**src/rtl/led_ctrl_pkg.sv**
```systemverilog
// Shared definitions for the LED driver: per-channel mode encodings and the
// prescaler width helper used by led_tick_gen and later timer blocks.
package led_ctrl_pkg;

    localparam logic [1:0] MODE_OFF   = 2'b00;
    localparam logic [1:0] MODE_ON    = 2'b01;
    localparam logic [1:0] MODE_BLINK = 2'b10;
    localparam logic [1:0] MODE_PWM   = 2'b11;

    // Width of a counter that holds 0..d-1.
    function automatic int unsigned div_width(input int unsigned d);
        return (d < 2) ? 1 : $clog2(d);
    endfunction

endpackage

```
**src/rtl/led_tick_gen.sv**
```systemverilog
// Prescaler producing a one-cycle tick every CLK_HZ/TICK_HZ clocks.
// Ports:
//   clk, rst_n  clock and asynchronous active-low reset
//   clr         synchronous restart; clears the count and suppresses tick
//   tick        registered strobe, high for one cycle when the count wraps
module led_tick_gen
    import led_ctrl_pkg::*;
#(
    parameter int unsigned CLK_HZ  = 50_000_000,
    parameter int unsigned TICK_HZ = 1000
) (
    input  logic clk,
    input  logic rst_n,
    input  logic clr,
    output logic tick
);

    localparam int unsigned DIV   = CLK_HZ / TICK_HZ;
    localparam int unsigned CNT_W = div_width(DIV);
    localparam logic [CNT_W-1:0] LAST = CNT_W'(DIV - 1);

    logic [CNT_W-1:0] cnt;
    logic             wrap;

    assign wrap = (cnt == LAST);

    // Count 0..DIV-1; clr wins over the wrap in the same cycle.
    always_ff @(posedge clk or negedge rst_n) begin
        if (!rst_n) begin
            cnt  <= '0;
            tick <= 1'b0;
        end else if (clr) begin
            cnt  <= '0;
            tick <= 1'b0;
        end else begin
            tick <= wrap;
            cnt  <= wrap ? '0 : cnt + CNT_W'(1);
        end
    end

endmodule

```
**src/rtl/led_ctrl.sv**
```systemverilog
// Multi-channel LED driver: off / on / blink / PWM per channel, with a shared
// tick, blink phase and PWM counter so all channels stay in lockstep.
// Ports:
//   clk, rst_n  clock and asynchronous active-low reset
//   mode        2 bits per channel (off, on, blink, PWM)
//   duty        PWM_BITS per channel; on while pwm_cnt < duty
//   half_ms     blink half-period in ticks (0 behaves as 1)
//   sync_clr    re-phase strobe: clears all shared counters
//   led_out     registered LED drive, 1 = lit
//   tick        registered tick strobe for other blocks
module led_ctrl
    import led_ctrl_pkg::*;
#(
    parameter int unsigned CLK_HZ   = 50_000_000,
    parameter int unsigned TICK_HZ  = 1000,
    parameter int unsigned N_CH     = 2,
    parameter int unsigned PWM_BITS = 8
) (
    input  logic                       clk,
    input  logic                       rst_n,
    input  logic [2*N_CH-1:0]          mode,
    input  logic [PWM_BITS*N_CH-1:0]   duty,
    input  logic [15:0]                half_ms,
    input  logic                       sync_clr,
    output logic [N_CH-1:0]            led_out,
    output logic                       tick
);

    logic [15:0]         phase_cnt;
    logic [15:0]         half_m1;
    logic                blink_phase;
    logic [PWM_BITS-1:0] pwm_cnt;
    logic [N_CH-1:0]     led_next;

    led_tick_gen #(
        .CLK_HZ  (CLK_HZ),
        .TICK_HZ (TICK_HZ)
    ) u_tick_gen (
        .clk   (clk),
        .rst_n (rst_n),
        .clr   (sync_clr),
        .tick  (tick)
    );

    assign half_m1 = (half_ms == 16'd0) ? 16'd0 : half_ms - 16'd1;

    // Blink phase; >= compare lets a lowered half_ms take effect on the next tick.
    always_ff @(posedge clk or negedge rst_n) begin
        if (!rst_n) begin
            phase_cnt   <= 16'd0;
            blink_phase <= 1'b0;
        end else if (sync_clr) begin
            phase_cnt   <= 16'd0;
            blink_phase <= 1'b0;
        end else if (tick) begin
            if (phase_cnt >= half_m1) begin
                phase_cnt   <= 16'd0;
                blink_phase <= ~blink_phase;
            end else begin
                phase_cnt <= phase_cnt + 16'd1;
            end
        end
    end

    // Free-running PWM counter.
    always_ff @(posedge clk or negedge rst_n) begin
        if (!rst_n) begin
            pwm_cnt <= '0;
        end else if (sync_clr) begin
            pwm_cnt <= '0;
        end else begin
            pwm_cnt <= pwm_cnt + PWM_BITS'(1);
        end
    end

    // Per-channel output select.
    always_comb begin
        led_next = '0;
        for (int i = 0; i < int'(N_CH); i++) begin
            case (mode[2*i +: 2])
                MODE_OFF:   led_next[i] = 1'b0;
                MODE_ON:    led_next[i] = 1'b1;
                MODE_BLINK: led_next[i] = blink_phase;
                MODE_PWM:   led_next[i] = (pwm_cnt < duty[PWM_BITS*i +: PWM_BITS]);
                default:    led_next[i] = 1'b0;
            endcase
        end
    end

    always_ff @(posedge clk or negedge rst_n) begin
        if (!rst_n) begin
            led_out <= '0;
        end else begin
            led_out <= led_next;
        end
    end

endmodule

```
**config.mk**
```make
export PLATFORM = sky130hd
export DESIGN_NAME = led_ctrl
export DESIGN_NICKNAME = d
export VERILOG_FILES = /design/src/rtl/led_ctrl_pkg.sv /design/src/rtl/led_tick_gen.sv /design/src/rtl/led_ctrl.sv
export SDC_FILE = /design/constraint.sdc
export NUM_CORES = 1
export LEC_CHECK = 0
export ABC_CLOCK_PERIOD_IN_PS = 2150
export BUFFER_PORTS_ARGS = -buffer_cell sky130_fd_sc_hd__buf_4
export CORE_ASPECT_RATIO = 0.6
export CORE_MARGIN = 8
export CORE_UTILIZATION = 53
export CTS_CLUSTER_DIAMETER = 50
export DETAILED_ROUTE_END_ITERATION = 8
export PLACE_DENSITY = 0.84
export REMOVE_ABC_BUFFERS = 1
export SYNTH_ARGS = -nofsm -noshare
export SYNTH_HDL_FRONTEND = slang
export SYNTH_SLANG_ARGS = --single-unit
```
**constraint.sdc**
```tcl
create_clock -name clk -period 2.15 [get_ports clk]
set_clock_uncertainty 0.15 [all_clocks]
set_input_delay 0.43 -clock clk [delete_from_list [all_inputs] [get_ports clk]]
set_output_delay 0.43 -clock clk [all_outputs]
set_load 0.1 [all_outputs]
```
---- Word-level counts from Yosys, hierarchy flattened ----
Index checks and enable logic that the tools add are counted.
cells by class
  bitwise operators ....................... 1
  equality and inequality tests ........... 7
  magnitude comparators ................... 3
  multiplexer cells ....................... 13
  reductions and logical operators ........ 6
  add/subtract/negate cells ............... 4
operators by type and width
  operator                                              count
  2-to-1 mux 16 bit                                     6
  adder 16 x 1 -> 16 bit (second input constant)        2
  equality test 16 bit (second input constant)          1
  greater-or-equal comparator 16 bit                    1
  logical NOT 16 bit                                    1
  less-than comparator 8 bit                            2
  subtractor 16 x 1 -> 16 bit (second input constant)   1
  adder 8 x 1 -> 8 bit (second input constant)          1
  equality test 2 bit (second input constant)           4
  2-to-1 mux 8 bit                                      1
  one-hot mux 1 bit (4 select lines)                    2
  equality test 2 x 1 -> 1 bit (second input constant)  2
  logical NOT 2 bit                                     2
  2-to-1 mux 1 bit                                      4
  nonzero test 2 bit                                    2
  AND reduction 2 bit                                   1
  inverter 1 bit                                        1
storage, ports and cells
  input port bits ......................... 39
  bits in registers ....................... 44
  word-level logic and storage cells ...... 40

---- Depth between registers and ports, before layout ----
  depth in word-level cells ............... 6
  gate-level depth with buffers ........... 14
  depth with buffers taken out ............ 12

---- Modules after synthesis ----
From an unflattened synthesis, not the netlist that was laid out.
unflattened totals
  cell total of the unflattened synthesis .. 354
  area total of the unflattened synthesis .. 3,173.0 µm²
by module, submodules not included
  module        cells an instance  area each (µm²)  instances  seq. area each (µm²)
  led_ctrl      272                2,353.5          1          675.6
  led_tick_gen  82                 819.5            1          425.4

---- Worst setup path after synthesis ----
No wires, ideal clock.
  kind .................................... input-to-reg
  from .................................... input half_ms[5]
  to ...................................... register phase_cnt[10]
  path buffers ............................ 1
  path slack .............................. -0.985 ns
  arrival ................................. 2.863 ns
  library setup time ...................... 0.121 ns
  stages .................................. 12
  cells stage by stage .................... or4_4 > nor2_4 > nand4b_1 > xnor2_1 > nand2_1 > ha_1 > nand4_1 > nor3_2 > o311ai_4 > a31oi_1 > buf_2 > nor2_1
on the way
  word-level cells in the longest chain between the ends .. 6
RTL lines
  what                                                               line            text
  start, declared                                                    led_ctrl.sv:23  input logic [15:0] half_ms,
  subtractor 16 x 1 -> 16 bit or logical NOT 16 bit (tied branches)  led_ctrl.sv:45  assign half_m1 = (half_ms == 16'd0) ? 16'd0 : half_ms - 16'd1;
  2-to-1 mux 16 bit (*)                                              led_ctrl.sv:45
  greater-or-equal comparator 16 bit (*)                             led_ctrl.sv:56  if (phase_cnt >= half_m1) begin
  2-to-1 mux 16 bit (*)                                              led_ctrl.sv:56
  2-to-1 mux 16 bit (*)                                              led_ctrl.sv:55  end else if (tick) begin
  2-to-1 mux 16 bit (*)                                              led_ctrl.sv:52  end else if (sync_clr) begin
  end signal, assigned                                               led_ctrl.sv:60  phase_cnt <= phase_cnt + 16'd1;
  end, declared                                                      led_ctrl.sv:29  logic [15:0] phase_cnt;
Mark *: on every way between the ends. The rest lies on a longest branch, timed or not. The select of a mux whose other input is x is not followed.
A chain may end at the register's enable or synchronous reset.

---- Final worst setup path ----
  from .................................... input half_ms[2]
  to ...................................... register phase_cnt[2]
The elaborated chain is that of the path after synthesis.

==> flow_summary.html <==
<table>
<tr><th>Metric</th><th>Value</th></tr>
<tr><th colspan="2">STA</th></tr>
<tr><td>Maximum frequency from static timing analysis</td><td>308 MHz</td></tr>
<tr><td>Worst hold margin</td><td>0.182 ns</td></tr>
<tr><td>Pin slew with the least headroom to its limit</td><td>0.553 ns</td></tr>
<tr><td>Worst slew margin</td><td>between 60% and 70%</td></tr>
<tr><td>Unrepaired setup endpoints after global routing</td><td>yes</td></tr>
<tr><td>Number of failing setup endpoints in the final timing report</td><td>17</td></tr>
<tr><td>Clock period minus worst slack</td><td>3.25 ns</td></tr>
<tr><td>Final clock period utilization by the worst path</td><td>151%</td></tr>
<tr><td>Slew Limit Fails</td><td>0</td></tr>
<tr><td>Hold violation count in the final report</td><td>0</td></tr>
<tr><td>Final sum of negative setup slack</td><td>-17.98 ns</td></tr>
<tr><td>PnR worst setup slack</td><td>-1.10 ns</td></tr>
<tr><th colspan="2">Clock network</th></tr>
<tr><td>CTS buffer count</td><td>5</td></tr>
<tr><td>Worst skew pair latency</td><td>0.31 ns</td></tr>
<tr><td>Sinks on the clock net</td><td>between 40 and 50</td></tr>
<tr><td>Count of H-tree levels built during CTS</td><td>2</td></tr>
<tr><td>Clock tree root buffer cell</td><td>clkbuf_8</td></tr>
<tr><td>CTS tree</td><td>done</td></tr>
<tr><td>Clock slew at the register clock pins of the worst setup and hold paths</td><td>approximately 0.090 ns</td></tr>
<tr><td>Maximum root-to-sink buffer count</td><td>2</td></tr>
<tr><th colspan="2">Cells and area</th></tr>
<tr><td>Fraction of final layout cells with drive strength greater than 1</td><td>~33%</td></tr>
<tr><td>Layout Area Growth over Synthesis</td><td>37.7%</td></tr>
<tr><td>Number of standard cells in the final layout excluding fillers</td><td>525</td></tr>
<tr><td>Highest-count cells in the layout ignoring fill and taps</td><td>buf_4 (71), dfrtp_1 (44), nor2_1 (43)</td></tr>
<tr><td>Filler Cell Count</td><td>about 400</td></tr>
<tr><td>NumNets Final</td><td>just over 500</td></tr>
<tr><td>Final antenna diode count</td><td>0</td></tr>
<tr><td>Commonest non-fill, non-tap cell in the layout</td><td>buf_4</td></tr>
<tr><td>Final Core Density</td><td>73.7%</td></tr>
<tr><th colspan="2">GRT</th></tr>
<tr><td>Met2 layer usage reported by global route</td><td>between 30% and 40%</td></tr>
<tr><td>Global-route layer with the greatest usage</td><td>met2</td></tr>
<tr><td>Grt met1 use</td><td>approximately a quarter</td></tr>
<tr><td>Via count of the first global-routing pass</td><td>a little under 3000</td></tr>
<tr><td>Met3 Usage GRT</td><td>slightly above 4%</td></tr>
<tr><td>Total gr overflow</td><td>0</td></tr>
<tr><td>All-layer global routing usage</td><td>a little under a fifth</td></tr>
<tr><td>Pin count of the biggest net entering global routing</td><td>45</td></tr>
<tr><td>Initial antenna violation count</td><td>0</td></tr>
<tr><td>Wire length of the first global-routing pass</td><td>13.8 mm</td></tr>
<tr><th colspan="2">Worst hold path</th></tr>
<tr><td>Hold crit path type</td><td>in2reg</td></tr>
<tr><th colspan="2">Placed design</th></tr>
<tr><td>Routability Congestion</td><td>0.869</td></tr>
<tr><td>Port-buffer cells</td><td>41</td></tr>
<tr><td>Hpwl dp</td><td>between 6 and 7 mm</td></tr>
<tr><td>Total instance count after detailed placement</td><td>505</td></tr>
<tr><th colspan="2">Setup path</th></tr>
<tr><td>Critical path peak fanout</td><td>6</td></tr>
<tr><td>Chain of cells forming the critical path</td><td>buf_6 &gt; or4_4 &gt; nor2_4 &gt; buf_6 &gt; nand4b_4 &gt; buf_6 &gt; nand2_4 &gt; ha_4 &gt; nand4_1 &gt; nor3_4 &gt; a22oi_2 &gt; buf_4 &gt; and3_4 &gt; a22o_1</td></tr>
<tr><td>Startpoint class of the critical path</td><td>input pin</td></tr>
<tr><td>Worst-path cell with the longest stage delay</td><td>or4_4</td></tr>
<tr><td>Largest stage delay on the critical path</td><td>around 0.56 ns</td></tr>
<tr><td>Critical path arrival</td><td>~3.3 ns</td></tr>
<tr><td>CP Capture Type</td><td>flip-flop</td></tr>
<tr><td>Required time at the endpoint of the critical path</td><td>~2.2 ns</td></tr>
<tr><td>Cell repeated most along the worst path</td><td>buf_6</td></tr>
<tr><td>Kind of critical path</td><td>in2reg</td></tr>
<tr><th colspan="2">Yosys</th></tr>
<tr><td>Synthesized area</td><td>around 0.0032 mm2</td></tr>
<tr><td>Per-instance average area after synthesis</td><td>about 9 um2</td></tr>
<tr><td>FF+latch count, synth</td><td>44</td></tr>
<tr><td>Synth Flop Type</td><td>dfrtp_1</td></tr>
<tr><td>Post-synth ARST share</td><td>100%</td></tr>
<tr><td>EDFF count, synth</td><td>0</td></tr>
<tr><td>Count of synthesis-stage warnings from yosys</td><td>0</td></tr>
<tr><td>Sequential share of the synthesized area</td><td>34.6%</td></tr>
<tr><td>Syn Inst Count</td><td>355</td></tr>
<tr><td>Unique cell type count in the Yosys netlist</td><td>48</td></tr>
<tr><th colspan="2">Power</th></tr>
<tr><td>Total design power</td><td>about 1.9 mW</td></tr>
<tr><td>Areal power density over the cells</td><td>roughly 440 mW/mm2</td></tr>
<tr><td>Leakage Power</td><td>approximately 2.1 nW</td></tr>
<tr><td>Largest vdd supply drop</td><td>around 0.38 mV</td></tr>
<tr><th colspan="2">Floorplan</th></tr>
<tr><td>FP Rows</td><td>22</td></tr>
<tr><td>Die area</td><td>0.00882 mm2</td></tr>
<tr><td>Count of pins on the block boundary</td><td>between 40 and 50</td></tr>
<tr><td>Die outline height</td><td>between 70 and 80 um</td></tr>
<tr><td>Area of the core region</td><td>approximately 0.0059 mm2</td></tr>
<tr><td>Die Wd</td><td>116 um</td></tr>
<tr><td>Initial Utilization</td><td>53.5%</td></tr>
<tr><th colspan="2">Run status</th></tr>
<tr><td>Result of the run</td><td>finished with violations</td></tr>
<tr><td>Violations in the final reports</td><td>negative setup slack</td></tr>
<tr><th colspan="2">Drt</th></tr>
<tr><td>Number of nets with antenna violations after detailed routing</td><td>0</td></tr>
<tr><td>Via count normalized by instance count</td><td>5.81</td></tr>
<tr><td>Detailed-route wire length</td><td>9.56 mm</td></tr>
<tr><td>Via count</td><td>just over 3000</td></tr>
<tr><td>Number of DRC violations after detailed routing</td><td>0</td></tr>
<tr><td>Average wire length per cell after detail routing</td><td>approximately 18 um</td></tr>
<tr><td>Number of DRC violations after detailed-routing iteration 0</td><td>between 300 and 400</td></tr>
<tr><td>DR pass1 iterations</td><td>5</td></tr>
<tr><th colspan="2">Job</th></tr>
<tr><td>Max capacitance violation total</td><td>0</td></tr>
</table>
## stage by stage
step / area, um2 / setup slack (ns)
floorplan: 3140 / -1.17
global placement: 3810 / -1.15
detailed placement: 3810 / -1.23
CTS: 4070 / -0.852
global route: 4380 / -1.16
finish: 4380 / -1.10
## area by class of cell
| cell class | count | area, um2 | area share [%] |
|---|---|---|---|
| multi-input combinational | 279 | 2280 | 52.0 |
| sequential | 44 | 1100 | 25.1 |
| timing repair buffer | 84 | 687 | 15.7 |
| tap | 84 | 105 | 2.40 |
| inverter | 26 | 97.6 | 2.23 |
| clock buffer | 5 | 68.8 | 1.57 |
| clock inverter | 3 | 42.5 | 0.971 |
## critical path: cells and delay by family
kind / cells / cell delay, ns
compound gates: 2 / 0.37
fa+ha+maj: 1 / 0.13
buf+inv: 4 / 0.62
simple gates: 7 / 1.72
## flip-flops by register name, indices dropped and copies added (netlist names)
register / flops
pwm_cnt: 8
phase_cnt: 16
u_tick_gen.cnt: 16
blink_phase: 1
led_out: 2
u_tick_gen.tick: 1
## synthesized netlist by cell type, types with 2 or more instances
master     number  area (um2)
nor2_1         51         191
dfrtp_1        44        1100
ha_1           35         438
xnor2_1        29         254
nand2_1        27         101
inv_1          26        97.6
nand3_1        23         115
xor2_1         17         149
and3_1         10        62.6
nor3_1          9        45.0
a21o_1          7        52.6
a21oi_1         7        35.0
nand4_1         7        43.8
o21ai_0         5        25.0
a31oi_1         4        25.0
nand3b_1        4        30.0
nor2b_1         4        25.0
a211oi_1        3        22.5
buf_2           3        15.0
nand2b_1        3        18.8
nor3_2          3        30.0
and2_1          2        12.5
buf_4           2        15.0
clkbuf_1        2        7.51
o2111ai_1       2        17.5
o21ai_1         2        10.0
or3_1           2        12.5
or4_1           2        15.0
## power by group
group	leakage [nW]	internal (mW)	switching [mW]	total, mW
clock	0.0541	0.344	0.303	0.647
combinational	1.47	0.209	0.207	0.416
sequential	0.603	0.845	0.0204	0.865
total	2.13	1.40	0.531	1.93
## metal layers
layer	part of all wire, %	vias to the layer above
met3	8.6	29
met2	46	177
met4	2.4	0
met5	0	-
met1	43	1450
li1	-	1396
## cells by family (layout without fill, tap and decap cells)
group | Yosys count | after routing | share of synthesized area (%)
xor+xnor | 46 | 46 | 12.7
flops | 44 | 44 | 34.6
fa+ha+maj | 35 | 35 | 13.8
buf+inv | 33 | 118 | 4.25
compound gates | 40 | 40 | 9.04
simple gates | 157 | 158 | 25.7
## path summary, 6_finish.rpt
| kind | depth (start not counted) | from | slack [ns] | to |
|---|---|---|---|---|
| setup / recovery | 14 | half_ms[2] | -1.10 | phase_cnt[2]$_DFFE_PN0P_ |
| hold reg to reg | 1 | pwm_cnt[0]$_DFF_PN0_ | 0.36 | pwm_cnt[0]$_DFF_PN0_ |
| hold / removal | 2 | mode[2] | 0.18 | led_out[1]$_DFF_PN0_ |
| min in group asynchronous | 2 | rst_n | 0.50 | u_tick_gen.cnt[2]$_DFF_PN0_ |
| setup reg to reg | 7 | phase_cnt[14]$_DFFE_PN0P_ | -0.14 | phase_cnt[2]$_DFFE_PN0P_ |
| max in group asynchronous | 2 | rst_n | 0.95 | pwm_cnt[7]$_DFF_PN0_ |
## what timing repair did
action                                 4_1_cts  5_1_grt
buffers inserted                             3        7
gates cloned                                 2        0
endpoints found under the hold margin       44        0
setup endpoints to repair                   17       17
resized for setup                           26       44
hold buffers                                 1        0
pin swaps                                   24       14
(Power assumes the default switching activity.)
